<file path="src/rtl/cpu_ram_pkg.sv">
// Shared sizes, FSM encoding and parity helper for the CPU RAM block.
// CPU_RAM_PARITY_EN widens each stored word by one even-parity bit.
package cpu_ram_pkg;

  localparam int unsigned ADDR_W = 8;
  localparam int unsigned DATA_W = 8;
  localparam int unsigned DEPTH  = 256;

`ifdef CPU_RAM_PARITY_EN
  localparam int unsigned MEM_W = DATA_W + 1;
`else
  localparam int unsigned MEM_W = DATA_W;
`endif

  typedef enum logic [1:0] {
    IDLE    = 2'd0,
    CPU_ACC = 2'd1,
    LD_ACC  = 2'd2,
    DONE    = 2'd3
  } state_t;

  // Bit that makes the stored word (data + parity) have an even number of ones.
  function automatic logic even_par(input logic [DATA_W-1:0] d);
    return ^d;
  endfunction

endpackage

</file>
<file path="src/rtl/ram_array_256x8.sv">
// Single-port storage: synchronous write, registered read (read-before-write).
// Word width follows MEM_W so the parity build carries the extra bit.
module ram_array_256x8
  import cpu_ram_pkg::*;
#(
  parameter int unsigned W = MEM_W
) (
  input  logic              clk_qzt,
  input  logic              we,
  input  logic [ADDR_W-1:0] addr,
  input  logic [W-1:0]      wdata,
  output logic [W-1:0]      rdata
);

  logic [W-1:0] mem [DEPTH];

  always_ff @(posedge clk_qzt) begin
    if (we) mem[addr] <= wdata;
    rdata <= mem[addr];
  end

endmodule

</file>
<file path="src/rtl/cpu_ram.sv">
// CPU-facing RAM with a host program-load port; CPU steps win arbitration.
// Optional CPU_RAM_PARITY_EN adds per-word even parity and a sticky error flag.
module cpu_ram
  import cpu_ram_pkg::*;
(
  input  logic              clk_qzt,
  input  logic              reset,
  input  logic              en,
  input  logic              clk_in,
  input  logic [ADDR_W-1:0] data_addr,
  input  logic [DATA_W-1:0] data_wr,
  input  logic              write_en,
  output logic [DATA_W-1:0] data_rd,
  output logic              rd_valid,
  input  logic              ld_valid,
  output logic              ld_ready,
  input  logic [ADDR_W-1:0] ld_addr,
  input  logic [DATA_W-1:0] ld_data,
  output logic              busy,
  output logic              parity_err
);

  state_t            state;
  logic              clk_in_old;
  logic              pending;
  logic [ADDR_W-1:0] addr_q;
  logic [DATA_W-1:0] wdata_q;
  logic              wr_q;

  logic              step_c;
  logic              serve_c;
  logic              ram_we;
  logic [ADDR_W-1:0] ram_addr;
  logic [MEM_W-1:0]  ram_wdata;
  logic [MEM_W-1:0]  ram_rdata;

  assign step_c  = clk_in & ~clk_in_old & en;
  assign serve_c = step_c | pending;

  assign ld_ready = ~reset & (state == IDLE) & ~serve_c;
  assign busy     = (state != IDLE);

  // In IDLE the CPU address goes straight to the RAM so read data lands in CPU_ACC.
  assign ram_addr = (state == IDLE) ? data_addr : addr_q;
  assign ram_we   = ~reset & (((state == CPU_ACC) & wr_q) | (state == LD_ACC));

`ifdef CPU_RAM_PARITY_EN
  assign ram_wdata = {even_par(wdata_q), wdata_q};
`else
  assign ram_wdata = wdata_q;
`endif

  ram_array_256x8 #(.W(MEM_W)) u_ram (
    .clk_qzt (clk_qzt),
    .we      (ram_we),
    .addr    (ram_addr),
    .wdata   (ram_wdata),
    .rdata   (ram_rdata)
  );

  always_ff @(posedge clk_qzt) begin
    if (reset) begin
      state      <= IDLE;
      clk_in_old <= 1'b0;
      pending    <= 1'b0;
      addr_q     <= '0;
      wdata_q    <= '0;
      wr_q       <= 1'b0;
      data_rd    <= '0;
      rd_valid   <= 1'b0;
`ifdef CPU_RAM_PARITY_EN
      parity_err <= 1'b0;
`endif
    end else begin
      clk_in_old <= clk_in;
      rd_valid   <= 1'b0;
      // A step seen mid-access is remembered once; further steps are dropped.
      if ((state != IDLE) && step_c) pending <= 1'b1;
      case (state)
        IDLE: begin
          if (serve_c) begin
            state   <= CPU_ACC;
            addr_q  <= data_addr;
            wdata_q <= data_wr;
            wr_q    <= write_en;
            pending <= 1'b0;
          end else if (ld_valid && ld_ready) begin
            state   <= LD_ACC;
            addr_q  <= ld_addr;
            wdata_q <= ld_data;
          end
        end
        CPU_ACC: begin
          if (!wr_q) begin
            data_rd  <= ram_rdata[DATA_W-1:0];
            rd_valid <= 1'b1;
`ifdef CPU_RAM_PARITY_EN
            if (^ram_rdata) parity_err <= 1'b1;
`endif
          end
          state <= DONE;
        end
        LD_ACC:  state <= DONE;
        DONE:    state <= IDLE;
        default: state <= IDLE;
      endcase
    end
  end

`ifndef CPU_RAM_PARITY_EN
  assign parity_err = 1'b0;
`endif

endmodule

</file>
<file path="config.mk">
export PLATFORM = sky130hd
export DESIGN_NAME = cpu_ram
export DESIGN_NICKNAME = d
export VERILOG_FILES = /design/src/rtl/cpu_ram_pkg.sv /design/src/rtl/ram_array_256x8.sv /design/src/rtl/cpu_ram.sv
export SDC_FILE = /design/constraint.sdc
export NUM_CORES = 2
export LEC_CHECK = 0
export ABC_AREA = 1
export CORE_AREA = 3 3 403 445
export CTS_CLUSTER_SIZE = 14
export DETAILED_ROUTE_END_ITERATION = 10
export DIE_AREA = 0 0 406 448
export PLACE_DENSITY = 0.72
export RECOVER_POWER = 25
export SLEW_MARGIN = 20
export SYNTH_ARGS = -nofsm -noshare
export SYNTH_HDL_FRONTEND = slang
export SYNTH_SLANG_ARGS = --single-unit
</file>
<file path="constraint.sdc">
create_clock -name clk_qzt -period 4.3 [get_ports clk_qzt]
set_input_delay 0.645 -clock clk_qzt [delete_from_list [all_inputs] [get_ports clk_qzt]]
set_output_delay 0.645 -clock clk_qzt [all_outputs]
set_load 0.03 [all_outputs]
</file>
== After elaboration in Yosys (flattened, before gate mapping) ==
Memories as Yosys holds them, arrays and structs flattened. A register that Yosys moved wholly into a read port is not among the register bits.
Cells that the tools add are included.
Word-level totals
  flip-flop bits (word level): 30
  RAM bits: 2048
  input bits: 38
  word-level logic and storage cells: 50
  memories: 1
Memory list
  u_ram.mem: words 256, bits a word 8, read ports 1, clocked after memory_dff 1, write ports 1, RTL line ram_array_256x8.sv:15  | logic [W-1:0] mem [DEPTH];
Operators by class
  equal/unequal tests: 4
  mux-type cells: 14
  bitwise gates (word level): 13
  reduce and logical (&&, ||, !) cells: 10
Operator list (number)
  two-way mux 8 bit: 5
  AND 1 bit: 6
  two-way mux 1 bit: 6
  one-hot mux 2 bit (3 select lines): 1
  AND reduction 2 bit: 3
  inverter 1 bit: 5
  == test 2 bit (second input constant): 2
  two-way mux 2 bit: 2
  nonzero test 2 bit: 2
  OR reduction 2 bit: 2
  inequality test 3 x 2 -> 1 bit (second input constant): 1
  == test 2 x 1 -> 1 bit (second input constant): 1
  logical AND 1 bit: 2
  zero test 2 bit: 1
  bitwise OR 1 bit: 2

== Logic depth before layout (Yosys ltp) ==
  depth in word-level cells: 10
  gate-level depth with buffers: 21
  depth with buffers taken out: 17

== Modules after synthesis ==
A second synthesis with hierarchy kept.
Unflattened totals
  cells, all modules: 8281
  area total of the unflattened synthesis: 86521.7 um2
Modules (own cells, without submodules)
  ram_array_256x8: instances 1, cells each 8021, area an instance 84856.4 um2, sequential area each 61659.1 um2
  cpu_ram: instances 1, cells each 260, area an instance 1665.3 um2, sequential area each 600.6 um2

== Worst setup path after synthesis ==
Ideal clock, no wire load.
  path kind: register -> register
  from: register wdata_q[0] (netlist: ram_wdata[0])
  to: memory u_ram.mem[0][0] (netlist name), data pin
  setup time: 855 ps
  data arrival time: 3393 ps
  required time: 3445 ps
  setup slack: 52 ps
  stages on the path, launching flop included: 1
  clock period less this slack: 4248 ps
  cells stage by stage: dfxtp_1
RTL lines
  start: declaration: RTL line cpu_ram.sv:27  | logic [DATA_W-1:0] wdata_q;
  start signal: assignment: RTL line cpu_ram.sv:84  | wdata_q <= data_wr;
  start signal: assignment: RTL line cpu_ram.sv:90  | wdata_q <= ld_data;
  end: declaration: RTL line ram_array_256x8.sv:15
Straight into the memory's write port.

== Final worst setup path ==
  from: register state[0]
  to: register u_ram.rdata[6], read port of u_ram.mem
On the way
  cells in the longest elaborated chain, start to end: 2
Ends and longest elaborated chain
  start: declaration: RTL line cpu_ram.sv:23  | state_t state;
  start signal: assignment: RTL line cpu_ram.sv:63  | state <= IDLE;
  start signal: assignment: RTL line cpu_ram.sv:82  | state <= CPU_ACC;
  start signal: assignment: RTL line cpu_ram.sv:88  | state <= LD_ACC;
  zero test 2 bit: RTL line cpu_ram.sv:44  | assign ram_addr = (state == IDLE) ? data_addr : addr_q;
  two-way mux 8 bit: RTL line cpu_ram.sv:44
  end: declaration: RTL line ram_array_256x8.sv:12  | output logic [W-1:0] rdata
No other way between the ends.
A chain may end at the register's enable or synchronous reset.

==> metrics <==
Avg Inst Size Synth=10.4 sq um; Leak=40.4 nW; share of cells above drive strength 1=8.97%; synthesis-to-layout area growth=13.5%; Mapped Cells=8,427; Root Driver=clkbuf_16; CTS H-tree lvls=4; Initial DRT Pass Iterations=6; Routed Antenna Nets=0; WP data required=5010 ps; Final Skew=29.0 ps; Final period util=96.0%; FF+latch count, synth=2,086; initial antenna violation count=3; final hold viol count=0; Peak Freq=242 MHz; DR WL/cell=21.0 um; WL final=234,000 um; Top FF cell, synth=edfxtp_1; top-area cell type share of the netlist area=70.4%; Slew Limit Fails=926; DR vias/cell=5.53; Ys Warns=0; hpwl dp=139,000 um; clock buffer depth=3; Slew @ Worst Pin=3540 ps; synthesized net count=8,468; Ports=50; minimum clock period=4130 ps; Max transition margin=-136%; register area share after synthesis=71.3%; reg2reg setup slack=170 ps; WS Path Type=flop to flop; core area=175,000 sq um; Die Wd=406 um; # DRC=0; Max FO, Critical Path=68; Post-CTS Setup Bufs=0; crit path capture type=flop; footprint of the multi-input gates=23,000 sq um; synth top area cells=edfxtp_1 (70%), nand2_1 (20%), nand3_1 (2.8%); Worst Setup Start Kind=flop; Starting DRT DRC Count=7,442; synthesized cell area=87,400 sq um; CTS Buf Count=196; GRT Util Overall=25.6%; full die area=182,000 sq um; I/O Buffers=48; first-pass GRT wire length=355,000 um; leading cell types by count after synthesis=nand2_1 (4,766), edfxtp_1 (2,048), nand3_1 (496); MaxCap Viol Count=13; reg-to-reg endpoint=u_ram.rdata[6]$_DFF_P_; ys async rst share=0%; Initial Utilization=49.9%; vias=61.6k; largest area contributor in the netlist=edfxtp_1; TritonCTS clock tree=yes; Unique masters post-synth=28; gr ovfl total=0; hold_buf cts=0; CP Launch Point=state[0]$_SDFFE_PP0P_; most common cell in the netlist=nand2_1; largest net degree at the start of global routing=142; FF-to-FF Start=state[0]$_SDFFE_PP0P_; fillers=14.0k; failing checks=capacitance limit, slew limit; Post-synth EDFFs=2,048; Worst VDD drop=0.486 mV; R2R cell count=18; num rows=161; GPL Wtd Cong=0.912; clock sinks=2,086; setup violators final=0; nets=8,731; clk slew on worst S/H paths=60 ps; Setup TNS=0 ps; PD cells=512 nW/um^2; later-pin clock latency in the skew report=840 ps; CP Capture Point=u_ram.rdata[6]$_DFF_P_; fin util=56.7%; vias in the first global route=59.3k; Worst Path Arrival=4840 ps; register area=62,300 sq um; CTS resizes=0; Tightest Hold Check Type=input port to flop; status=finished, violations left; RSZ-0062 raised after global routing=false; chip height=448 um
[worst max-delay path, cell delays in order (launching register included)]
cell,delay [ps]
dfxtp_1,360
inv_1,70
ha_1,220
buf_4,190
o21ai_4,510
inv_8,380
buf_12,290
buf_12,210
buf_4,160
nand2_1,80
nand2_1,60
nand2_1,50
nand2_1,50
o21ai_0,280
nand2_1,280
nor2_1,160
nor2_1,50
nor2_1,420
nand2_1,90
[through the flow]
stage	instances	hold WS (ps)	total power [mW]	worst slack [ps]	cell area, sq um
final	11100	371	50.8	172	99200
after global routing	11100	352	52.7	11.5	99200
after CTS	11100	312	50.8	255	99300
after detailed placement	10800	486	34.3	104	93200
after global placement	10800	476	34.2	104	93200
after floorplan	8427	431	30.2	51.7	87400
[per-layer routing]
layer,global-route usage (%),vias up,part of all wire (%)
li1,-,28400,-
met1,34.0,29400,38
met2,40.6,3328,46
met3,5.10,583,10
met4,12.5,0,5.2
met5,0,-,0
[final cells by class]
type,instances,share of cell area (%)
antenna,8,0.0202
inverter,27,0.110
sequential,2086,62.8
timing repair buffer,540,4.85
clock buffer,268,5.37
multi-input combinational,5839,23.2
tap,2282,2.88
clock inverter,95,0.792
[worst min path at each step]
stage | endpoint | cells after the start | start
after floorplan | data_rd[0]$_SDFFE_PP0P_ | 2 | u_ram.rdata[0]$_DFF_P_
after global placement | state[1]$_SDFFE_PP0P_ | 2 | state[1]$_SDFFE_PP0P_
after detailed placement | state[1]$_SDFFE_PP0P_ | 2 | state[1]$_SDFFE_PP0P_
after CTS | clk_in_old$_SDFF_PP0_ | 3 | clk_in
after global routing | clk_in_old$_SDFF_PP0_ | 3 | clk_in
final | clk_in_old$_SDFF_PP0_ | 3 | clk_in
[state kept, by name, indices dropped and copies added, names as in the netlist]
name,cells
rd_valid,1
clk_in_old,1
addr_q,8
u_ram.rdata,8
state,2
wr_q,1
data_rd,8
pending,1
ram_wdata,8
u_ram.mem,2048
[layout by cell type, fill, tap and decap left out, drive strengths merged]
cell and instances:
clkdlybuf4s50 48, clkinv 77, a31oi 18, inv 32, ha 3, buf 480, clkbuf 280, nand4 4
clkinvlp 3, nor2 373, o21ai 159, nand2 4774, dfxtp 38, conb 1, a21oi 2, or2 5
nand3 496, diode 8, nor3 4, edfxtp 2048, bufinv 10
[logic make-up after synthesis]
group / Yosys count / share of synthesized area [%]
AND/OR/NAND/NOR: 5656 / 25.1
AO/OA/AOI/OAI: 179 / 1.05
other: 1 / 0.00429
buffers and inverters: 502 / 2.51
adder cells (fa/ha/maj): 3 / 0.0430
flip-flops: 2086 / 71.3
[report_power, final]
| group | total (mW) | switching (mW) | internal [mW] |
|---|---|---|---|
| combinational | 10.7 | 7.89 | 2.80 |
| sequential | 23.4 | 0.271 | 23.1 |
| clock | 16.7 | 7.41 | 9.27 |
| total | 50.8 | 15.6 | 35.2 |
(Power assumes the default switching activity.)
